==> src/rtl/rtmc_pkg.sv <==
// Shared widths, register map and handshake state type for the RTMC register block.
`timescale 1ns/1ps
package rtmc_pkg;
  localparam int ADDR_W = 4;
  localparam int DATA_W = 8;

  localparam logic [ADDR_W-1:0] REG_ID        = 4'h0;
  localparam logic [ADDR_W-1:0] REG_SCRATCH   = 4'h1;
  localparam logic [ADDR_W-1:0] REG_CTRL      = 4'h2;
  localparam logic [ADDR_W-1:0] REG_GPO       = 4'h3;
  localparam logic [ADDR_W-1:0] REG_GPI_LO    = 4'h4;
  localparam logic [ADDR_W-1:0] REG_GPI_HI    = 4'h5;
  localparam logic [ADDR_W-1:0] REG_EDGE      = 4'h6;
  localparam logic [ADDR_W-1:0] REG_EDGE_MASK = 4'h7;
  localparam logic [ADDR_W-1:0] REG_MC        = 4'h8;
  localparam logic [ADDR_W-1:0] REG_MC_OE     = 4'h9;

  localparam logic [DATA_W-1:0] ID_VALUE = 8'hA5;

  typedef enum logic [1:0] {
    ST_IDLE = 2'd0,
    ST_ACK  = 2'd1,
    ST_WAIT = 2'd2
  } reg_state_t;
endpackage

==> src/rtl/rtmc_sync.sv <==
// Two-flop synchroniser for asynchronous inputs; cleared by reset so no stale level leaks out.
`timescale 1ns/1ps
module rtmc_sync #(
  parameter int W = 1
) (
  input  logic         clk,
  input  logic         rst,
  input  logic [W-1:0] d,
  output logic [W-1:0] q
);
  logic [W-1:0] meta_q;
  logic [W-1:0] sync_q;

  always_ff @(posedge clk) begin
    if (rst) begin
      meta_q <= '0;
      sync_q <= '0;
    end else begin
      meta_q <= d;
      sync_q <= meta_q;
    end
  end

  assign q = sync_q;
endmodule

==> src/rtl/rtmc_regs.sv <==
// Register-bus responder for the RTMC core: ID, scratch, GPIO, edge capture and coil registers.
//   state   | meaning
//   IDLE    | waiting for a strobe; access performed on the accepting edge
//   ACK     | reg_ack high for this single cycle
//   WAIT    | waiting for both strobes to drop before accepting again
`timescale 1ns/1ps
module rtmc_regs
  import rtmc_pkg::*;
(
  input  logic              clk,
  input  logic              rst,
  input  logic              ena,
  input  logic [ADDR_W-1:0] reg_addr,
  input  logic [DATA_W-1:0] reg_wdat,
  input  logic              reg_wr,
  input  logic              reg_rd,
  output logic [DATA_W-1:0] reg_rdat,
  output logic              reg_ack,
  input  logic [13:0]       gpi,
  output logic [6:0]        gpo,
  output logic [7:0]        mc,
  output logic [7:0]        mc_oe,
  output logic              irq
);
  reg_state_t state_q, state_d;

  logic [13:0]       gpi_s;
  logic [7:0]        gpi_prev_q;
  logic [DATA_W-1:0] scratch_q, ctrl_q, edge_q, edge_mask_q, mc_q, mc_oe_q, rdat_q;
  logic [6:0]        gpo_q;
  logic [DATA_W-1:0] rd_mux, edge_clr;
  logic [7:0]        edge_rise;
  logic              accept, wr_en, rd_en;

  rtmc_sync #(.W(14)) u_gpi_sync (
    .clk (clk),
    .rst (rst),
    .d   (gpi),
    .q   (gpi_s)
  );

  assign accept    = (state_q == ST_IDLE) && (reg_wr || reg_rd);
  assign wr_en     = accept && reg_wr;
  assign rd_en     = accept && reg_rd && !reg_wr;
  assign edge_rise = gpi_s[7:0] & ~gpi_prev_q;
  assign edge_clr  = (wr_en && reg_addr == REG_EDGE) ? reg_wdat : '0;

  always_comb begin
    state_d = state_q;
    case (state_q)
      ST_IDLE: if (reg_wr || reg_rd) state_d = ST_ACK;
      ST_ACK:  state_d = ST_WAIT;
      ST_WAIT: if (!reg_wr && !reg_rd) state_d = ST_IDLE;
      default: state_d = ST_IDLE;
    endcase
  end

  always_comb begin
    rd_mux = '0;
    case (reg_addr)
      REG_ID:        rd_mux = ID_VALUE;
      REG_SCRATCH:   rd_mux = scratch_q;
      REG_CTRL:      rd_mux = ctrl_q;
      REG_GPO:       rd_mux = {1'b0, gpo_q};
      REG_GPI_LO:    rd_mux = gpi_s[7:0];
      REG_GPI_HI:    rd_mux = {2'b00, gpi_s[13:8]};
      REG_EDGE:      rd_mux = edge_q;
      REG_EDGE_MASK: rd_mux = edge_mask_q;
      REG_MC:        rd_mux = mc_q;
      REG_MC_OE:     rd_mux = mc_oe_q;
      default:       rd_mux = '0;
    endcase
  end

  always_ff @(posedge clk) begin
    if (rst) begin
      state_q     <= ST_IDLE;
      gpi_prev_q  <= '0;
      scratch_q   <= '0;
      ctrl_q      <= '0;
      gpo_q       <= '0;
      edge_q      <= '0;
      edge_mask_q <= '0;
      mc_q        <= '0;
      mc_oe_q     <= '0;
      rdat_q      <= '0;
    end else begin
      state_q    <= state_d;
      gpi_prev_q <= gpi_s[7:0];
      // A rise in the same cycle as a W1C of that bit keeps the bit set.
      edge_q     <= (edge_q & ~edge_clr) | edge_rise;
      if (rd_en) rdat_q <= rd_mux;
      if (wr_en) begin
        case (reg_addr)
          REG_SCRATCH:   scratch_q   <= reg_wdat;
          REG_CTRL:      ctrl_q      <= reg_wdat;
          REG_GPO:       gpo_q       <= reg_wdat[6:0];
          REG_EDGE_MASK: edge_mask_q <= reg_wdat;
          REG_MC:        mc_q        <= reg_wdat;
          REG_MC_OE:     mc_oe_q     <= reg_wdat;
          default: ;
        endcase
      end
    end
  end

  assign reg_ack  = (state_q == ST_ACK);
  assign reg_rdat = rdat_q;
  assign gpo      = gpo_q;
  assign mc       = mc_q;
  assign mc_oe    = mc_oe_q & {8{ctrl_q[0] & ena}};
  assign irq      = ena & |(edge_q & edge_mask_q);
endmodule

==> config.mk <==
export PLATFORM = sky130hd
export DESIGN_NAME = rtmc_regs
export DESIGN_NICKNAME = d
export VERILOG_FILES = /design/src/rtl/rtmc_pkg.sv /design/src/rtl/rtmc_sync.sv /design/src/rtl/rtmc_regs.sv
export SDC_FILE = /design/constraint.sdc
export NUM_CORES = 1
export LEC_CHECK = 0
export ABC_AREA = 0
export BUFFER_PORTS_ARGS = -buffer_cell sky130_fd_sc_hd__buf_2
export CAP_MARGIN = 20
export CORE_ASPECT_RATIO = 0.5
export CORE_MARGIN = 2
export CORE_UTILIZATION = 45
export CTS_BUF_LIST = sky130_fd_sc_hd__clkbuf_8 sky130_fd_sc_hd__clkbuf_16
export DETAILED_ROUTE_END_ITERATION = 8
export MAX_ROUTING_LAYER = met4
export PLACE_DENSITY = 0.67
export SLEW_MARGIN = 20
export SYNTH_ARGS = -nofsm -noshare
export SYNTH_HDL_FRONTEND = slang
export SYNTH_SLANG_ARGS = --single-unit
==> constraint.sdc <==
create_clock -name clk -period 1.95 [get_ports clk]
set_input_delay 0.0975 -clock clk [delete_from_list [all_inputs] [get_ports clk]]
set_output_delay 0.0975 -clock clk [all_outputs]
set_load 0.01 [all_outputs]
== Word level (Yosys, flattened, before mapping) ==
Index checks and enable logic that the tools add are counted.

* Output and inout bits: 33
* Input bits: 31
* Flip-flop bits (word level): 101

* Bitwise logic cells: 9
* Equal/unequal tests: 13
* Multiplexer cells: 5
* Reductions and logical operators: 19

{| class="wikitable"
|+ Operators by type and width
! kind !! number
|-
| 8-bit one-hot mux with 10 select lines || 1
|-
| 8-bit AND || 4
|-
| 4-bit by 3-bit == test with 1-bit output, second input constant || 4
|-
| 8-bit inverter || 2
|-
| 2-bit AND reduction || 7
|-
| 4-bit by 2-bit == test with 1-bit output, second input constant || 2
|-
| 4-bit == test, second input constant || 2
|-
| 8-bit 2-to-1 mux || 1
|-
| 8-bit OR || 1
|-
| 8-bit OR reduction || 1
|-
| 1-bit logical AND || 6
|-
| 2-bit one-hot mux with 3 select lines || 1
|-
| 4-bit by 1-bit == test with 1-bit output, second input constant || 1
|-
| 4-bit zero test || 1
|-
| 2-bit 2-to-1 mux || 2
|-
| 1-bit AND || 2
|-
| 2-bit by 1-bit == test with 1-bit output, second input constant || 1
|-
| 2-bit == test, second input constant || 1
|-
| 1-bit zero test || 2
|-
| 2-bit zero test || 1
|-
| 2-bit by 1-bit inequality test with 1-bit output, second input constant || 1
|-
| 2-bit inequality test, second input constant || 1
|-
| 1-bit logical OR || 1
|}

== Depth between registers and ports, before layout ==
* Depth in word-level cells: 8
* Mapped depth: 7
* Gate-level depth less buffers: 4

== Hierarchy ==
From an unflattened synthesis, not the netlist that was laid out.

* Cell total of the unflattened synthesis: 462
* Area total of the unflattened synthesis: 4150.2 µm²

{| class="wikitable"
|+ Modules (own cells, without submodules)
! module !! area each (µm²) !! seq. area each (µm²) !! cells each !! times used
|-
| rtmc_regs || 3372.0 || 1461.4 || 404 || 1
|-
| rtmc_sync || 778.2 || 560.5 || 58 || 1
|}

== Worst setup path after synthesis ==
No wires, ideal clock.

* Path type: register to register
* Start point: reg state_q[0]
* End point: reg rdat_q[5], in the netlist reg_rdat[5]
* Arrival time: 1.440 ns
* Slack: 0.377 ns
* Setup time: 0.133 ns
* Cell stages (with the launch flop): 5
* Cells stage by stage: dfxtp_1 > or4b_2 > a32o_1 > a21oi_1 > a311oi_1

* Longest elaborated chain between the ends: 4

{| class="wikitable"
|+ RTL lines
! item !! RTL line !! text
|-
| start, declared || rtmc_regs.sv:25 || <nowiki>reg_state_t state_q, state_d;</nowiki>
|-
| start signal, assigned || rtmc_regs.sv:88 || <nowiki>state_q <= state_d;</nowiki>
|-
| 2-bit zero test || rtmc_regs.sv:42 || <nowiki>assign accept = (state_q == ST_IDLE) && (reg_wr || reg_rd);</nowiki>
|-
| 1-bit logical AND || rtmc_regs.sv:42 ||
|-
| 1-bit logical AND (2 in series) || rtmc_regs.sv:44 || <nowiki>assign rd_en = accept && reg_rd && !reg_wr;</nowiki>
|-
| end signal, assigned || rtmc_regs.sv:92 || <nowiki>if (rd_en) rdat_q <= rd_mux;</nowiki>
|-
| end, declared || rtmc_regs.sv:29 || <nowiki>logic [DATA_W-1:0] scratch_q, ctrl_q, edge_q, edge_mask_q, mc_q, mc_oe_q, rdat_q;</nowiki>
|}

No other way between the ends.
A chain may end at the register's enable or synchronous reset.

== Final worst setup path ==
* Start point: reg state_q[0]
* End point: reg rdat_q[0], in the netlist reg_rdat[0]

Same word-level chain as after synthesis.

==> flow_summary.ini <==
[outcome]
run_status = finished clean

[floorplan]
initial_util = 0.4726
rows = 24
core_area_um2 = 8889
die_w_um = 140.6
boundaryPins = 64
design.die.area_um2 = 10170
die-height_um = 72.32

[synthesis]
synth_fp_nets = 460
yosys.area.top_type_share = 0.4814
netlist_top_cells_area = sky130_fd_sc_hd__dfxtp_1 48%, sky130_fd_sc_hd__mux2i_1 13%, sky130_fd_sc_hd__nor2b_1 7.1%
syn_inst = 429
ys_warn_count = 0
ys_async_sr_fraction = 0
synth_cell_types = 48
synth_sequential_area_ratio = 0.4814
mappedNetlistArea_um2 = 4200
postSynthRegisterBits = 101
synth_edf_count = 0
post_synthesis_area_per_instance_um2 = 9.791
ys_dominant_reg_cell = sky130_fd_sc_hd__dfxtp_1
post-synth-top-area-cell = sky130_fd_sc_hd__dfxtp_1

[clocking]
cts_resized = 0
cts_buffers = 9
h-tree-depth = 3
post-cts-setup-buffers = 0
clock-sinks = 101
cts_hold_repair.buffers = 14
cts_tree = built
worst_case_clock_buffer_depth = 2
path_clk_slew_ns = 0.07
cts-root-buf = sky130_fd_sc_hd__clkbuf_16
worst_skew_pair.late_latency_ns = 0.34

[flow_run]
cap_viol_max_count = 0

[sta]
rsz0062_at_grt = false
timing.max_slew.rel_slack = 0.5549
worst_clock_skew_ns = 0.004771
max_freq_ghz = 0.5880
final.period_utilization = 0.8721
post-route-min-period_ns = 1.701
tightestPinTransition_ns = 0.6677
maxSlewViolCount = 0
final-setup-viol-count = 0
timing_hold_violations_final = 0
final.setup.tns_ns = 0

[placement]
post_dp_cell_area_um2 = 4676
buffer_ports.inserted = 63
dpl.hpwl_um = 7268
globalplace.congestion = 0.9014

[power_and_ir_drop]
power_density_nw_per_um2 = 825.1
pwr-share-seq = 0.513
power.combinational.fraction = 0.084
p_switching_mw = 1.050
power.ir.vdd_worst_mv = 0.5593
cellInternalPower_mw = 3.157
clock_power_share = 0.403
p_sw_frac = 0.2495
standby_leakage_power_nw = 2.380

[setup_path]
reg2reg_slack_ns = 0.25
timing.critical_path.from = state_q[0]
cp.arrival_ns = 1.99
startpoint_of_the_worst_register_to_register_path = state_q[0]
timing.critical_path.cells = nor4b_4, nand3_4, or4_1, nand3_1
cp_slowest_cell = sky130_fd_sc_hd__or4_1
crit_type = reg2reg
cp.required_ns = 2.24
end_kind = register
critical_path.max_fanout = 6
depth_of_the_most_critical_reg_to_reg_path = 4
crit_reg_reg_endpoint = reg_rdat[0]
critPathLaunchType = register
critical_path.max_stage_delay_ns = 0.54

[detailed_routing]
detail-route-antenna-nets = 0
drt_pass1_iterations = 5
drt_iter0_drc = 304
drt-wirelength-per-cell_um = 16.40
post-route-drc-count = 0
route.detailed.vias_per_inst = 5.179
routed-via-count = 3268
wl_um = 10350

[hold_path]
min-delay-path-class = in2reg
hold_start = reg_rd
timing.hold.worst_path_depth = 3
worst_hold_path.endpoint = state_q[0]

[global_route]
grt_pass1_vias = 2990
grt_start_max_net_pins = 70
grt_pass1_wl_um = 16370
antenna_found_initial = 0
grt_util_all_layers = 0.2194
gr-total-overflow = 0

[final_layout]
register_area_um2 = 2022
fraction_of_layout_instances_using_a_drive_strength_above_1 = 0.2218
number_of_nets_at_the_end_of_the_flow = 540
layout_common_cells = 101 x sky130_fd_sc_hd__dfxtp_1, 63 x sky130_fd_sc_hd__buf_2, 54 x sky130_fd_sc_hd__nor2_1, 54 x sky130_fd_sc_hd__mux2i_1, 48 x sky130_fd_sc_hd__nor2b_1
insertedDiodeCount = 0
syn_to_final_growth_pct = 21.39
final_design_area_no_fill_um2 = 5099
layout_commonest_cell = sky130_fd_sc_hd__dfxtp_1
total_of_fill_cells_in_the_finished_design = 818
multi_input_combinational_cell_area_um2 = 2012
==> cell families (layout without fill, tap and decap cells) <==
logic type	Yosys count	in the layout	synth area share
AO/OA/AOI/OAI	68	68	0.1135
buffers and inverters	39	124	0.03962
flip-flops	101	101	0.4814
multiplexers	63	63	0.1528
AND/OR/NAND/NOR	158	158	0.2127
==> per-stage QoR <==
step                      hold slack (ns)  utilization  std cells  power (mW)  setup WS (ns)
after floorplan                    0.2257            -        429       2.393         0.3769
after global placement             0.3112       0.5260        601       2.528         0.3062
after detailed placement           0.3092       0.5260        601       2.531         0.2789
after CTS                         0.09694       0.5736        631       4.238         0.2680
after global routing               0.1126       0.5736        631       4.367         0.1468
final                              0.1107       0.5736        631       4.207         0.2495
==> worst max-delay path, delay by kind of cell, from the launching register on <==
family	cells	cell delay, ns
flops	1	0.39
simple gates	4	1.26
==> cell usage after synthesis (2+ instances only) <==
| master | number |
|---|---|
| sky130_fd_sc_hd__a211o_1 | 3 |
| sky130_fd_sc_hd__a21oi_1 | 12 |
| sky130_fd_sc_hd__a221o_1 | 2 |
| sky130_fd_sc_hd__a221oi_1 | 2 |
| sky130_fd_sc_hd__a22o_1 | 4 |
| sky130_fd_sc_hd__a22oi_1 | 11 |
| sky130_fd_sc_hd__a32oi_1 | 4 |
| sky130_fd_sc_hd__and3_1 | 10 |
| sky130_fd_sc_hd__buf_2 | 10 |
| sky130_fd_sc_hd__clkbuf_1 | 13 |
| sky130_fd_sc_hd__dfxtp_1 | 101 |
| sky130_fd_sc_hd__inv_1 | 14 |
| sky130_fd_sc_hd__mux2_2 | 9 |
| sky130_fd_sc_hd__mux2i_1 | 54 |
| sky130_fd_sc_hd__nand2_1 | 10 |
| sky130_fd_sc_hd__nand2b_1 | 10 |
| sky130_fd_sc_hd__nand3_1 | 7 |
| sky130_fd_sc_hd__nand3_2 | 4 |
| sky130_fd_sc_hd__nor2_1 | 54 |
| sky130_fd_sc_hd__nor2b_1 | 48 |
| sky130_fd_sc_hd__nor3b_1 | 3 |
| sky130_fd_sc_hd__o2111ai_1 | 3 |
| sky130_fd_sc_hd__o211ai_1 | 2 |
| sky130_fd_sc_hd__o21ai_0 | 14 |
| sky130_fd_sc_hd__o22ai_1 | 2 |
==> layout make-up <==
type	instances	share of cell area
sequential	101	0.3966
multi-input combinational	289	0.3946
timing repair buffer	94	0.1144
clock buffer	9	0.04417
tap	117	0.02871
clock inverter	7	0.01129
inverter	14	0.01031
==> power by group through the flow <==
stage | combinational [mW] | clock, mW | sequential [mW]
2_1_floorplan | 0.201 | 0 | 2.19
3_3_place_gp | 0.327 | 0 | 2.20
3_5_place_dp | 0.328 | 0 | 2.20
4_1_cts | 0.350 | 1.73 | 2.16
5_1_grt | 0.388 | 1.82 | 2.16
6_report | 0.353 | 1.70 | 2.16
==> state kept, by name, summed over array words and instances, names as in the netlist, 8 cells and up <==
name and cells:
mc_oe_q 8, u_gpi_sync.meta_q 14, edge_q 8, scratch_q 8
ctrl_q 8, mc 8, u_gpi_sync.q 14, reg_rdat 8
gpi_prev_q 8, edge_mask_q 8
==> worst max-delay path by stage <==
stage	to	slack [ns]	cells after the start
floorplan	reg_rdat[5]	0.38	4
global placement	edge_mask_q[6]	0.31	6
detailed placement	reg_rdat[0]	0.28	4
CTS	reg_rdat[0]	0.27	4
global route	edge_q[4]	0.15	5
finish	reg_rdat[0]	0.25	4
==> layer usage <==
| layer | share of wire | up-vias | global-route usage |
|---|---|---|---|
| li1 | - | 1665 | - |
| met1 | 0.53 | 1486 | 0.3217 |
| met2 | 0.41 | 111 | 0.2981 |
| met3 | 0.058 | 6 | 0.06337 |
| met4 | 0.0064 | 0 | 0.04667 |
| met5 | 0 | - | - |
Power figures use the tool's default switching activity.
